`src/rtl/router_pkg.sv`:
```
// Shared types and constants for the router packet source: FSM encoding,
// address limit, LFSR mask and header/LFSR helper functions.
package router_pkg;

   typedef enum logic [1:0] {
      ST_IDLE    = 2'd0,
      ST_PAYLOAD = 2'd1,
      ST_PARITY  = 2'd2
   } state_t;

   localparam logic [1:0] ROUTER_MAX_ADDR = 2'd2;
   localparam logic [7:0] LFSR_MASK       = 8'hB8;

   function automatic logic [7:0] pack_header(input logic [5:0] len, input logic [1:0] addr);
      return {len, addr};
   endfunction

   // Galois form, shifting right: the bit falling out of bit 0 folds the mask back in.
   function automatic logic [7:0] lfsr_next(input logic [7:0] v);
      return {1'b0, v[7:1]} ^ (v[0] ? LFSR_MASK : 8'h00);
   endfunction

endpackage

```
`src/rtl/router_lfsr8.sv`:
```
// 8-bit Galois LFSR payload generator; a zero seed is promoted to 8'h01 so the
// register can never lock up in the all-zero state.
module router_lfsr8
   import router_pkg::*;
#(
   parameter logic [7:0] SEED = 8'hA5
) (
   input  logic       clock,
   input  logic       reset,
   input  logic       advance,
   output logic [7:0] value
);

   localparam logic [7:0] SEED_FIX = (SEED == 8'h00) ? 8'h01 : SEED;

   logic [7:0] lfsr_reg;

   always_ff @(posedge clock or posedge reset) begin
      if (reset) begin
         lfsr_reg <= SEED_FIX;
      end else if (advance) begin
         lfsr_reg <= lfsr_next(lfsr_reg);
      end
   end

   assign value = lfsr_reg;

endmodule

```
`src/rtl/router_pkt_src.sv`:
```
// Packet source for the router: emits header, LFSR payload and parity byte,
// honouring the router's busy stall. Optional macro ROUTER_PKT_SRC_PARITY_ERR_EN
// adds an inject_err input that inverts the parity byte of a packet.
module router_pkt_src
   import router_pkg::*;
#(
   parameter logic [7:0] LFSR_SEED = 8'hA5
) (
   input  logic       clock,
   input  logic       reset,
   input  logic       start,
   input  logic [1:0] cfg_addr,
   input  logic [5:0] cfg_len,
   input  logic       busy,
   output logic [7:0] data_in,
   output logic       pkt_valid,
   output logic       ready,
   output logic       done,
   output logic       bad_cfg
`ifdef ROUTER_PKT_SRC_PARITY_ERR_EN
   ,
   input  logic       inject_err
`endif
);

   state_t     state_reg;
   logic [5:0] cnt_reg;
   logic [5:0] len_reg;
   logic [7:0] parity_reg;
   logic [7:0] data_reg;
   logic       valid_reg;
   logic       ready_reg;
   logic       done_reg;
   logic       bad_cfg_reg;
   logic [7:0] lfsr_value;
   logic [7:0] parity_byte;
   logic       lfsr_advance;
   logic       cfg_ok;

   assign cfg_ok = (cfg_addr <= ROUTER_MAX_ADDR) && (cfg_len != 6'd0);

   // The LFSR steps exactly when a payload byte is loaded onto the bus.
   assign lfsr_advance = (state_reg == ST_PAYLOAD) && !busy && (cnt_reg != len_reg);

   router_lfsr8 #(
      .SEED (LFSR_SEED)
   ) u_lfsr (
      .clock   (clock),
      .reset   (reset),
      .advance (lfsr_advance),
      .value   (lfsr_value)
   );

`ifdef ROUTER_PKT_SRC_PARITY_ERR_EN
   logic inject_reg;

   always_ff @(posedge clock or posedge reset) begin
      if (reset) begin
         inject_reg <= 1'b0;
      end else if (state_reg == ST_IDLE && start && cfg_ok) begin
         inject_reg <= inject_err;
      end
   end

   assign parity_byte = parity_reg ^ {8{inject_reg}};
`else
   assign parity_byte = parity_reg;
`endif

   always_ff @(posedge clock or posedge reset) begin
      if (reset) begin
         state_reg   <= ST_IDLE;
         cnt_reg     <= 6'd0;
         len_reg     <= 6'd0;
         parity_reg  <= 8'h00;
         data_reg    <= 8'h00;
         valid_reg   <= 1'b0;
         ready_reg   <= 1'b1;
         done_reg    <= 1'b0;
         bad_cfg_reg <= 1'b0;
      end else begin
         done_reg    <= 1'b0;
         bad_cfg_reg <= 1'b0;
         case (state_reg)
            ST_IDLE: begin
               if (start) begin
                  if (cfg_ok) begin
                     data_reg   <= pack_header(cfg_len, cfg_addr);
                     parity_reg <= pack_header(cfg_len, cfg_addr);
                     valid_reg  <= 1'b1;
                     ready_reg  <= 1'b0;
                     cnt_reg    <= 6'd0;
                     len_reg    <= cfg_len;
                     state_reg  <= ST_PAYLOAD;
                  end else begin
                     bad_cfg_reg <= 1'b1;
                  end
               end
            end
            ST_PAYLOAD: begin
               // busy means the byte on the bus was not taken; everything holds.
               if (!busy) begin
                  if (cnt_reg != len_reg) begin
                     data_reg   <= lfsr_value;
                     parity_reg <= parity_reg ^ lfsr_value;
                     cnt_reg    <= cnt_reg + 6'd1;
                  end else begin
                     data_reg  <= parity_byte;
                     valid_reg <= 1'b0;
                     state_reg <= ST_PARITY;
                  end
               end
            end
            ST_PARITY: begin
               if (!busy) begin
                  data_reg  <= 8'h00;
                  done_reg  <= 1'b1;
                  ready_reg <= 1'b1;
                  state_reg <= ST_IDLE;
               end
            end
            default: begin
               state_reg <= ST_IDLE;
               ready_reg <= 1'b1;
               valid_reg <= 1'b0;
            end
         endcase
      end
   end

   assign data_in   = data_reg;
   assign pkt_valid = valid_reg;
   assign ready     = ready_reg;
   assign done      = done_reg;
   assign bad_cfg   = bad_cfg_reg;

endmodule

```
`config.mk`:
```
export PLATFORM = sky130hd
export DESIGN_NAME = router_pkt_src
export DESIGN_NICKNAME = d
export VERILOG_FILES = /design/src/rtl/router_pkg.sv /design/src/rtl/router_lfsr8.sv /design/src/rtl/router_pkt_src.sv
export SDC_FILE = /design/constraint.sdc
export NUM_CORES = 1
export LEC_CHECK = 0
export CAP_MARGIN = 20
export CORE_MARGIN = 10
export CORE_UTILIZATION = 34
export CTS_CLUSTER_SIZE = 14
export DETAILED_ROUTE_END_ITERATION = 6
export DONT_BUFFER_PORTS = 1
export HOLD_SLACK_MARGIN = 0.05
export SYNTH_ARGS = -nofsm -noshare
export SYNTH_HDL_FRONTEND = slang
export SYNTH_SLANG_ARGS = --single-unit
```
`constraint.sdc`:
```
create_clock -name clock -period 3.6 [get_ports clock]
set_clock_uncertainty 0.2 [all_clocks]
set_input_delay 0.54 -clock clock [delete_from_list [all_inputs] [get_ports clock]]
set_output_delay 0.54 -clock clock [all_outputs]
set_load 0.1 [all_outputs]
```
==> results.json, run 1 <==
{
  "post_drt_wl_per_cell_um": 18.0,
  "synth_async_sr_flop_share_pct": 100,
  "groute.usage.overall_pct": 11.3,
  "startpoint_type": "flip-flop",
  "timing.critical_path.slowest_stage_cell": "or4_1",
  "crit_chain": "inv_1 > ha_1 > nor2b_1 > a21o_1 > nand2_1 > or4_1 > nand3_1",
  "timing.reg2reg.setup_slack_ns": 0.96,
  "drt_iter0_markers": 113,
  "antenna_violations_before_repair": 1,
  "area_of_the_multi_input_gates_um2": 1180,
  "pin_count_of_the_biggest_net_entering_global_routing": 43,
  "setup-violations-final": 0,
  "clkTransAtPathRegs_ns": 0.08,
  "worst_slew_pin_slew_ns": 0.929,
  "dpl.hpwl_mm": 4.08,
  "critical_path.endpoint_type": "flip-flop",
  "final_util_pct": 38.5,
  "finalHoldViolations": 0,
  "clock_root_buffer": "clkbuf_8",
  "fin_crit_sh_pct": 73.2,
  "groute.layer.met3.usage_pct": 4.59,
  "floorplan.initialDensity_pct": 35.8,
  "timing.critical_path.max_delay_family": "simple AND/OR/NAND/NOR gates",
  "route.antenna.remaining_nets": 0,
  "crit_type": "flip-flop to flip-flop",
  "layout_min_cycle_time_ns": 2.64,
  "synth_warnings": 0,
  "path_depth": 7,
  "die_h_um": 102,
  "power_density_nw_per_um2": 905,
  "fillCellCount": 647,
  "grt_most_used_layer": "met2",
  "reg2reg_depth": 7,
  "detail_route.first_pass.iterations": 4,
  "power_frac_comb_pct": 36.9,
  "critPathBufInv": 1,
  "syn_nets": 242,
  "cp.arrival_ns": 2.67,
  "cts_made_buffers": 5,
  "grt_pass1_vias": 1749,
  "headroom_to_the_max_slew_limit_pct": 38.1,
  "critical_register_to_register_path_endpoint": "cnt_reg[5]",
  "via_count_of_the_routed_design": 1709,
  "critPathRequiredTime_ns": 3.64,
  "cap_violations": 0,
  "synth.area.top_cells": "dfrtp_1, mux2_2, dfstp_2",
  "synth.largest_area_cell": "dfrtp_1",
  "final-max-slew-violation-count": 0,
  "postCtsSetupRepairBufs": 0,
  "clkLatencyLatePin_ns": 0.30,
  "crit_path_end": "cnt_reg[5]",
  "tritoncts_clock_tree": "yes",
  "dieArea_um2": 10500,
  "cts_resized": 0,
  "seq_power_share_pct": 49.1,
  "core_um2": 6460,
  "fin_tns_setup_ns": 0,
  "routed_wl_mm": 5.48,
  "num_io_pins": 24,
  "critical_path_peak_fanout": 12,
  "area.growth.synth_to_final_pct": 7.47,
  "number_of_library_cell_types_mapped_by_synthesis": 41,
  "synthDominantCellAreaShare_pct": 40.1,
  "cts_htree_levels": 2,
  "vdd_ir_drop_max_mv": 0.228,
  "result_of_the_run": "finished, final reports clean",
  "cts_buffer_depth": 2,
  "postSynthCellCount": 225,
  "synth_enable_flop_cells": 0,
  "drcViolationCount": 0,
  "synth_area_um2": 2310,
  "met2_usage_pct": 16.5,
  "worst_hold_path_type": "primary input to asynchronous set/reset pin",
  "fin_nets": 243,
  "die_w_um": 102,
  "cpPeakStageDelay_ns": 0.57,
  "yosysMostFrequentCell": "dfrtp_1",
  "gr_util_met1_pct": 14.8,
  "crit-reg2reg-launch": "state_reg[1]",
  "ys_ff_latch": 42,
  "core.rowCount": 29,
  "lkg_pwr_uw": 0.00101,
  "synth-main-ff-cell": "dfrtp_1",
  "final_layout_size_suffix_gt1_share_pct": 16.3,
  "fmax_mhz": 379,
  "grt_setup_unrepaired": "false",
  "numPortBuffers": 0,
  "clock_sink_count": 42,
  "switching_share_pct": 49.9,
  "post_synthesis_sequential_area_ratio_pct": 45.7,
  "internal_power_uw": 1130,
  "netsw_uw": 1120,
  "syn-mean-instance-area_um2": 10.3,
  "setup.worst_path.start": "state_reg[1]",
  "power_frac_clock_pct": 14.0,
  "grt_first_pass_wirelength_mm": 9.32,
  "total_gr_overflow": 0,
  "area.sequential_um2": 1060,
  "gp_congestion": 0.841,
  "yosys-top-cells-count": "dfrtp_1, nand2_1, mux2_2, o21ai_0, nand3_1",
  "post_drt_via_cell_ratio": 5.60,
  "hold_buffers": 0
}
==> worst reg2reg max path: cells and delay by family, from the launching register on <==
kind                     cells  cell delay [ns]
flip-flops                   1             0.41
adder cells (fa/ha/maj)      1             0.42
AND/OR/NAND/NOR              4             1.16
AO/OA/AOI/OAI                1             0.28
buffers and inverters        1             0.11
==> final cells by class <==
cell class	count	share of cell area [%]
sequential	42	42.6
multi-input combinational	165	47.4
antenna	1	0.101
inverter	8	1.21
clock buffer	5	2.77
tap	77	3.88
clock inverter	3	0.856
timing repair buffer	4	1.21
==> power groups by stage <==
stage | clock [uW] | sequential [uW] | combinational, uW
after floorplan | 0 | 1070 | 695
after detailed placement | 0 | 1120 | 833
after global routing | 344 | 1140 | 960
after global placement | 0 | 1110 | 822
after CTS | 322 | 1110 | 835
final | 314 | 1100 | 829
==> per-stage QoR <==
step | hold WS, ns | area, um2 | instances | power, uW | worst slack, ns
global placement | 0.286 | 2390 | 296 | 1930 | 1.00
floorplan | 0.261 | 2310 | 225 | 1770 | 1.42
global route | 0.0752 | 2480 | 305 | 2440 | 0.748
CTS | 0.0584 | 2480 | 304 | 2270 | 0.960
detailed placement | 0.299 | 2390 | 296 | 1950 | 0.994
finish | 0.0433 | 2480 | 305 | 2250 | 0.963
==> layout by cell type, fill, tap and decap left out, types with 2 or more instances in the layout <==
cell / n
nor2_1: 6
or3b_1: 8
xnor2_1: 9
o22a_1: 2
buf_4: 4
o22ai_1: 8
clkbuf_8: 5
nand3_1: 12
o211ai_1: 9
mux2_2: 15
dfstp_2: 5
a21boi_0: 8
nor4_1: 3
a21o_1: 2
ha_1: 5
and2_1: 2
dfrtp_1: 37
or4_1: 2
o21ai_0: 15
nor2b_1: 5
inv_1: 7
a21oi_1: 10
a311oi_1: 2
nand2_1: 21
a22o_1: 2
mux2i_1: 5
==> logic make-up after synthesis <==
group,synth area share [%]
AOI/OAI and AO/OA,19.7
xor gates and xnor gates,3.41
adders and majority gates,2.71
buffers and inverters,3.30
DFF,45.8
muxes,9.47
and+or+nand+nor,15.6
==> worst min-delay path by stage <==
stage / to / depth (start not counted) / slack (ns) / start
3_3_place_gp: u_lfsr.value[5] / 2 / 0.29 / u_lfsr.value[5]
3_5_place_dp: u_lfsr.value[5] / 2 / 0.30 / u_lfsr.value[5]
4_1_cts: u_lfsr.value[4] / 2 / 0.06 / reset
5_1_grt: data_in[4] / 2 / 0.08 / reset
6_report: data_in[5] / 2 / 0.04 / reset
2_1_floorplan: u_lfsr.value[3] / 2 / 0.26 / u_lfsr.value[3]
==> routing by layer <==
metal | up-vias | wire (um) | part of all wire (%)
met3 | 7 | 488 | 8.9
met5 | - | 0 | 0
met2 | 50 | 2400 | 44
li1 | 836 | - | -
met1 | 816 | 2510 | 46
met4 | 0 | 78 | 1.4
Power figures use the tool's default switching activity.
==> run 2: changes to the inputs <==
==> constraint.sdc (replaced) <==
create_clock -name clock -period 2.7 [get_ports clock]
set_clock_uncertainty 0.2 [all_clocks]
set_input_delay 0.405 -clock clock [delete_from_list [all_inputs] [get_ports clock]]
set_output_delay 0.405 -clock clock [all_outputs]
set_load 0.1 [all_outputs]
==> run 2 against run 1 <==
Compared with the run above: setup slack got worse by 0.68 ns; critical endpoint is now parity_byte[3]; design area rose by 1.6%; routed wire length up 2.0%; combinational power up 40%; register-to-register slack got worse by 0.68 ns; largest cell class unchanged.
==> results.json, run 2 (same netlist as run 1, synthesis figures left out) <==
{
  "headroom_to_the_max_slew_limit_pct": 38.9,
  "final_layout_size_suffix_gt1_share_pct": 16.4,
  "grt_pass1_vias": 1751,
  "clock_sink_count": 42,
  "critPathRequiredTime_ns": 2.70,
  "timing.reg2reg.setup_slack_ns": 0.28,
  "die_h_um": 102,
  "dpl.hpwl_mm": 4.16,
  "layout.cells.most_common": "dfrtp_1",
  "routed_wl_mm": 5.59,
  "hold_start": "cfg_len[5]",
  "die_w_um": 102,
  "worst_slew_pin_slew_ns": 0.916,
  "fin_tns_setup_ns": 0,
  "gp_congestion": 0.834,
  "clock_root_buffer": "clkbuf_8",
  "antenna_violations_before_repair": 0,
  "route.antenna.remaining_nets": 0,
  "critical_path.endpoint_type": "flip-flop",
  "area.growth.synth_to_final_pct": 9.20,
  "clkLatencyLatePin_ns": 0.29,
  "fmax_mhz": 414,
  "cts_htree_levels": 2,
  "post_drt_wl_per_cell_um": 18.1,
  "setup-violations-final": 0,
  "dieArea_um2": 10500,
  "cpPeakStageDelay_ns": 0.38,
  "timing.critical_path.max_delay_family": "compound AO/OA/AOI/OAI gates",
  "switching_share_pct": 49.1,
  "seq_power_share_pct": 48.2,
  "critPathBufInv": 2,
  "total_gr_overflow": 0,
  "post_drt_via_cell_ratio": 5.56,
  "result_of_the_run": "finished, final reports clean",
  "layout_min_cycle_time_ns": 2.42,
  "detail_route.first_pass.iterations": 4,
  "internal_power_uw": 1550,
  "clkTransAtPathRegs_ns": 0.09,
  "cts_buffer_depth": 2,
  "core.rowCount": 29,
  "timing.critical_path.slowest_stage_cell": "dfrtp_1",
  "grt_first_pass_wirelength_mm": 9.39,
  "power_density_nw_per_um2": 1210,
  "fin_crit_sh_pct": 89.5,
  "grt_setup_unrepaired": "false",
  "fin_nets": 248,
  "cap_violations": 0,
  "cts_resized": 0,
  "holdPathStages": 1,
  "worst_hold_path_type": "primary input to flip-flop",
  "final-max-slew-violation-count": 0,
  "antenna-diode-count": 0,
  "via_count_of_the_routed_design": 1718,
  "core_um2": 6460,
  "num_io_pins": 24,
  "tritoncts_clock_tree": "yes",
  "lkg_pwr_uw": 0.00103,
  "critical_register_to_register_path_endpoint": "parity_byte[3]",
  "pin_count_of_the_biggest_net_entering_global_routing": 26,
  "reg2reg_depth": 8,
  "floorplan.initialDensity_pct": 35.8,
  "power_frac_comb_pct": 38.0,
  "crit-reg2reg-launch": "state_reg[0]",
  "whs_endpoint": "len_reg[5]",
  "fillCellCount": 638,
  "drt_iter0_markers": 110,
  "vdd_ir_drop_max_mv": 0.327,
  "power_frac_clock_pct": 13.8,
  "groute.usage.overall_pct": 11.3,
  "drcViolationCount": 0,
  "most-common-layout-cells": "dfrtp_1, nand2_1, o21ai_0, mux2_2, nand3_1",
  "critical_path_peak_fanout": 12,
  "netsw_uw": 1500,
  "crit_type": "flip-flop to flip-flop",
  "path_depth": 8,
  "final_util_pct": 39.1,
  "cp.arrival_ns": 2.42,
  "startpoint_type": "flip-flop",
  "finalHoldViolations": 0,
  "numPortBuffers": 0,
  "cts_made_buffers": 5,
  "crit_chain": "inv_1 > ha_1 > and3_1 > a211oi_2 > buf_4 > and2_1 > o22ai_1 > a311oi_1"
}
[run 2: cell types whose count changed in the layout (fill, tap and decap cells not counted), sizes merged]
cell	before	now
clkinv	3	1
clkinvlp	1	0
dlygate4sd3	0	2
buf	4	7
diode	1	0
clkbuf	5	8
[run 2: layout make-up]
class                      instances  area, um2  share of cell area [%]
multi-input combinational        165       1180                    46.7
sequential                        42       1060                    41.9
tap                               77       96.3                    3.82
clock buffer                       8       90.1                    3.57
timing repair buffer               9       72.6                    2.88
inverter                           8       30.0                    1.19
[run 2: worst register-to-register path: stages (launching register included)]
cell and delay, ns:
dfrtp_1 0.38, inv_1 0.08, ha_1 0.28, and3_1 0.22, a211oi_2 0.22, buf_4 0.23
and2_1 0.33, o22ai_1 0.12, a311oi_1 0.23
[run 2: worst max-delay path by stage]
stage / startpoint / slack (ns) / endpoint
after floorplan: state_reg[0] / 0.52 / data_in[4]
after global placement: cnt_reg[5] / 0.34 / data_in[7]
after CTS: state_reg[0] / 0.29 / parity_byte[2]
final: state_reg[0] / 0.28 / parity_byte[3]
after detailed placement: state_reg[0] / 0.30 / parity_byte[2]
after global routing: state_reg[0] / 0.03 / parity_byte[3]
[run 2: what timing repair did]
item,CTS,global route
hold buffers,2,0
hold endpoints to repair,20,0
buffers inserted,0,0
[run 2: stage by stage]
step                      power [uW]  setup slack (ns)  instances  cell area (um2)  hold WS, ns
final                           3050             0.284        309             2520       0.0711
after global routing            3270            0.0251        309             2520       0.0588
after CTS                       3060             0.287        309             2520       0.0639
after detailed placement        2630             0.296        299             2410        0.204
after global placement          2610             0.344        299             2410        0.205
after floorplan                 2360             0.516        225             2310        0.261
[run 2: layer usage]
metal	vias up	GRT usage, %	share of wire, %
li1	832	-	-
met5	-	0	0
met3	2	3.37	8.7
met2	53	16.6	43
met1	831	15.8	48
met4	0	2.93	0.45
[run 2: power groups by stage]
stage | registers [uW] | clock network, uW | logic (uW)
CTS | 1470 | 430 | 1160
global placement | 1480 | 0 | 1130
floorplan | 1430 | 0 | 927
global route | 1500 | 465 | 1300
detailed placement | 1490 | 0 | 1150
finish | 1470 | 420 | 1160
